## config.mk

```make
export PLATFORM = sky130hd
export DESIGN_NAME = addr_sequencer
export DESIGN_NICKNAME = d
export VERILOG_FILES = /design/src/rtl/addr_sequencer.sv
export SDC_FILE = /design/constraint.sdc
export NUM_CORES = 1
export LEC_CHECK = 0
export BUFFER_PORTS_ARGS = -buffer_cell sky130_fd_sc_hd__buf_4
export CELL_PAD_IN_SITES_DETAIL_PLACEMENT = 2
export CELL_PAD_IN_SITES_GLOBAL_PLACEMENT = 2
export CORE_MARGIN = 2
export CORE_UTILIZATION = 30
export DETAILED_ROUTE_END_ITERATION = 8
export GPL_TIMING_DRIVEN = 0
export PLACE_DENSITY = 0.79
export SLEW_MARGIN = 20
export SYNTH_ARGS = -nofsm -noshare
export SYNTH_HDL_FRONTEND = slang
export SYNTH_SLANG_ARGS = --single-unit
```

## constraint.sdc

```tcl
create_clock -name clk -period 2.4 [get_ports clk]
set_clock_uncertainty 0.1 [all_clocks]
set_input_delay 0.48 -clock clk [delete_from_list [all_inputs] [get_ports clk]]
set_output_delay 0.48 -clock clk [all_outputs]
set_load 0.1 [all_outputs]
```

## src/rtl/addr_sequencer.sv

```systemverilog
// Address sweep sequencer: walks addr from a latched start to a latched finish, one step per step_en.
// Build option: define ADDR_SEQ_LOOP_EN to restart the sweep at the start bound instead of finishing.
module addr_sequencer #(
  parameter int unsigned ADDR_W = 8
) (
  input  logic              clk,
  input  logic              rst,
  input  logic              start,
  input  logic              stop,
  input  logic              step_en,
  input  logic [ADDR_W-1:0] addr_start,
  input  logic [ADDR_W-1:0] addr_finish,
  output logic [ADDR_W-1:0] addr,
  output logic              addr_valid,
  output logic              busy,
  output logic              done,
  output logic              err
);

  typedef enum logic [1:0] {IDLE, RUN, DONE} state_t;

  state_t            state, state_n;
  logic [ADDR_W-1:0] addr_q, addr_n;
  logic [ADDR_W-1:0] lo_q, lo_n;
  logic [ADDR_W-1:0] hi_q, hi_n;
  logic              err_q, err_n;
  logic              done_q, done_n;

  always_ff @(posedge clk) begin
    if (rst) begin
      state  <= IDLE;
      addr_q <= '0;
      lo_q   <= '0;
      hi_q   <= '0;
      err_q  <= 1'b0;
      done_q <= 1'b0;
    end else begin
      state  <= state_n;
      addr_q <= addr_n;
      lo_q   <= lo_n;
      hi_q   <= hi_n;
      err_q  <= err_n;
      done_q <= done_n;
    end
  end

  always_comb begin
    state_n = state;
    addr_n  = addr_q;
    lo_n    = lo_q;
    hi_n    = hi_q;
    err_n   = 1'b0;
    done_n  = 1'b0;
    unique case (state)
      IDLE: begin
        if (start && !stop) begin
          if (addr_start <= addr_finish) begin
            lo_n    = addr_start;
            hi_n    = addr_finish;
            addr_n  = addr_start;
            state_n = RUN;
          end else begin
            err_n = 1'b1;
          end
        end
      end
      RUN: begin
        if (stop) begin
          state_n = IDLE;
        end else if (step_en) begin
          // Increment only below the finish bound, so a finish of all-ones never wraps.
          if (addr_q < hi_q) begin
            addr_n = addr_q + 1'b1;
          end else begin
            done_n = 1'b1;
`ifdef ADDR_SEQ_LOOP_EN
            addr_n = lo_q;
`else
            state_n = DONE;
`endif
          end
        end
      end
      DONE: state_n = IDLE;
      default: state_n = IDLE;
    endcase
  end

  assign addr       = addr_q;
  assign addr_valid = (state == RUN);
  assign busy       = (state == RUN);
  assign done       = done_q;
  assign err        = err_q;

endmodule
```

==> qor.txt <==
total power: 1027 uW
vias in the first global route: 1479
GRT overflow: 0
die area: 0.004995 mm^2
fin nets: 237
fin crit share: 93.86%
Crit Path Class: flop to flop
top cells by area, synth: dfxtp_1 30%, ha_1 15%, a21oi_1 8.3%
fin. max-slew vios: 0
clock buffer depth: 2
Flop pwr share: 35.7%
die span in y: 70.68 um
Post-synth EDFFs: 0
ys async rst share: 0%
DRT antenna net count: 0
total internal power: 680.3 uW
multi-input logic area: 848.3 um^2
Clk network pwr share: 34.3%
final hold vios: 0
ys flop type: dfxtp_1
total wire length: 4.621 mm
CTS tree: yes
RSZ-0062 raised after global routing: false
flop-to-flop setup slack: 150 ps
top-area cell type share of the netlist area: 30.02%
Initial Util: 30.84%
Worst-path clk slew: 90 ps
Post-DP HPWL: 3.619 mm
Critical Path Sink Type: flop
Reg2Reg Depth: 9
Final GP Congestion: 0.7571
Via density: 5.422
first-pass GRT wire length: 7.327 mm
top layer in use: met4
Mapped Nets: 199
worst vdd ir: 194.2 uV
I/O pin count: 33
area leader, netlist: dfxtp_1
CTS Buf Count: 3
critical path fanouts, max: 10
GR Util All Layers: 18.71%
switching power total: 346.4 uW
clock root buffer: clkbuf_8
Fmax: 0.4439 GHz
register area share after synthesis: 30.02%
Seq. cell area: 409.1 um^2
first drt pass iteration count: 4
largest net degree at the start of global routing: 13
CP endpoint: addr[7]$_SDFFE_PP0P_
leakage: 0.0007331 uW
Final min period: 2253 ps
# fillers: 526
DRC violations left: 0
slew of the pin with the lowest slew margin: 703.5 ps
max-cap violation count: 0
Setup crit start kind: flop
Critical Path AT: 2290 ps
area grow syn2layout: 30.21%
top-count cell post-synth: a21oi_1
DR WL met3: 149 um
wire per inst: 18.41 um
CORE AREA: 0.004324 mm^2
outcome: completed
switching portion of total power: 33.74%
Final Util: 40.16%
DR vias: 1361
hold-fix buffers at CTS: 0
Critical Path Start: hi_q[2]$_SDFFE_PP0P_
dpl cell area: 0.001648 mm^2
diode count: 0
initial antenna violation count: 0
Cell Area, Synth: 0.001334 mm^2
Fin Setup TNS: 0 ps
r2r endpoint: addr[7]$_SDFFE_PP0P_
First DRT Iteration DRCs: 28
worst relative slew slack: 52.90%
CTS Sinks: 20
mean post-synth cell area: 8.233 um^2
# setup viols final: 0
fraction of layout cells with a size suffix above 1: 29.15%
Syn. warnings: 0
Crit path required time: 2440 ps
met1 WL: 1.836 mm
Clk Latency, worst-skew pair: 270 ps
CTS H-tree lvls: 1
Reg2Reg Launch Point: hi_q[2]$_SDFFE_PP0P_
Unique masters post-synth: 36
worst min path class: input port to flop
met2 wire len: 2.593 mm
Commonest cells post-synth: 22 x a21oi_1, 20 x dfxtp_1, 16 x ha_1, 16 x nand2_1, 15 x inv_1
combinational power share: 30.1%
fin area: 0.001737 mm^2
DIE WIDTH: 70.68 um
Power Density: 591.1 mW/mm^2
Gate Count Post-Synth: 162
row count: 24
port buffer count: 32
flops & latches, synth: 20
state kept, by name, indices dropped and copies added, names as in the netlist:
signal  count
state       2
hi_q        8
done        1
addr        8
err         1
worst max-delay path, stage by stage, from the launching register on:
cell	delay (ps)
dfxtp_1	350
inv_1	50
ha_1	310
a211oi_2	200
o21ai_1	110
a211oi_2	300
a32oi_4	220
buf_6	200
a21oi_1	170
o32ai_1	110
metal layers:
layer	GRT usage [%]	vias up
li1	-	652
met3	2.564	5
met5	0	-
met4	5.451	0
met2	35.85	24
met1	21.47	680
power groups by stage:
stage	clock network (uW)	registers (uW)	logic [uW]
after global placement	0	372	285
final	352	366	309
after detailed placement	0	374	303
after global routing	373	369	335
after CTS	355	366	305
after floorplan	0	426	153
cell usage in the layout (no fill, tap or decap), types with 2 or more instances in the layout:
master    count
nor3_1        4
ha_1         16
a21oi_1      22
nand2b_1      6
nand3_1      10
dfxtp_2       7
o32ai_1       4
inv_1        15
buf_4        34
nand4_1       2
nor3b_1       2
a211oi_2      3
nor2_1        9
dfxtp_1      13
o21ai_1       5
nor4_1        2
clkbuf_1      3
nand2_1      16
a21oi_2       2
or2_1         4
clkbuf_8      3
cell type report:
cell class	count	area share, %
clock buffer	3	2.378
multi-input combinational	120	48.85
timing repair buffer	33	14.27
sequential	20	23.56
inverter	16	3.458
clock inverter	1	1.729
tap	52	3.746
buffer	6	2.017
cell families after synthesis:
| logic type | after synthesis | share of synthesized area [%] |
|---|---|---|
| DFF | 20 | 30.02 |
| buffers and inverters | 22 | 7.129 |
| AOI/OAI and AO/OA | 43 | 22.80 |
| muxes | 1 | 0.7505 |
| and+or+nand+nor | 60 | 24.30 |
| adders and majority gates | 16 | 15.01 |
how the worst min path moves through the flow:
stage,from,cells after the start,slack [ps],to
floorplan,hi_q[1]$_SDFFE_PP0P_,2,340,hi_q[1]$_SDFFE_PP0P_
global placement,hi_q[7]$_SDFFE_PP0P_,2,350,hi_q[7]$_SDFFE_PP0P_
detailed placement,hi_q[3]$_SDFFE_PP0P_,2,360,hi_q[3]$_SDFFE_PP0P_
CTS,stop,2,330,state[1]$_SDFFE_PP0P_
global route,stop,2,330,state[1]$_SDFFE_PP0P_
finish,stop,2,330,state[1]$_SDFFE_PP0P_
what timing repair did:
| action | 4_1_cts | 5_1_grt |
|---|---|---|
| resized for setup | 0 | 2 |
| endpoints found under the setup margin | 0 | 6 |
| buffers inserted | 0 | 1 |
per-stage QoR:
step / hold slack, ps / setup WS [ps] / cells
after floorplan: 336.3 / 72.19 / 162
after global placement: 345.2 / -28.25 / 246
after detailed placement: 358.6 / -154.2 / 246
after CTS: 328.8 / 27.79 / 250
after global routing: 325.2 / 10.90 / 251
final: 332.2 / 147.2 / 251
No activity file was read; power rests on OpenSTA's default activity.
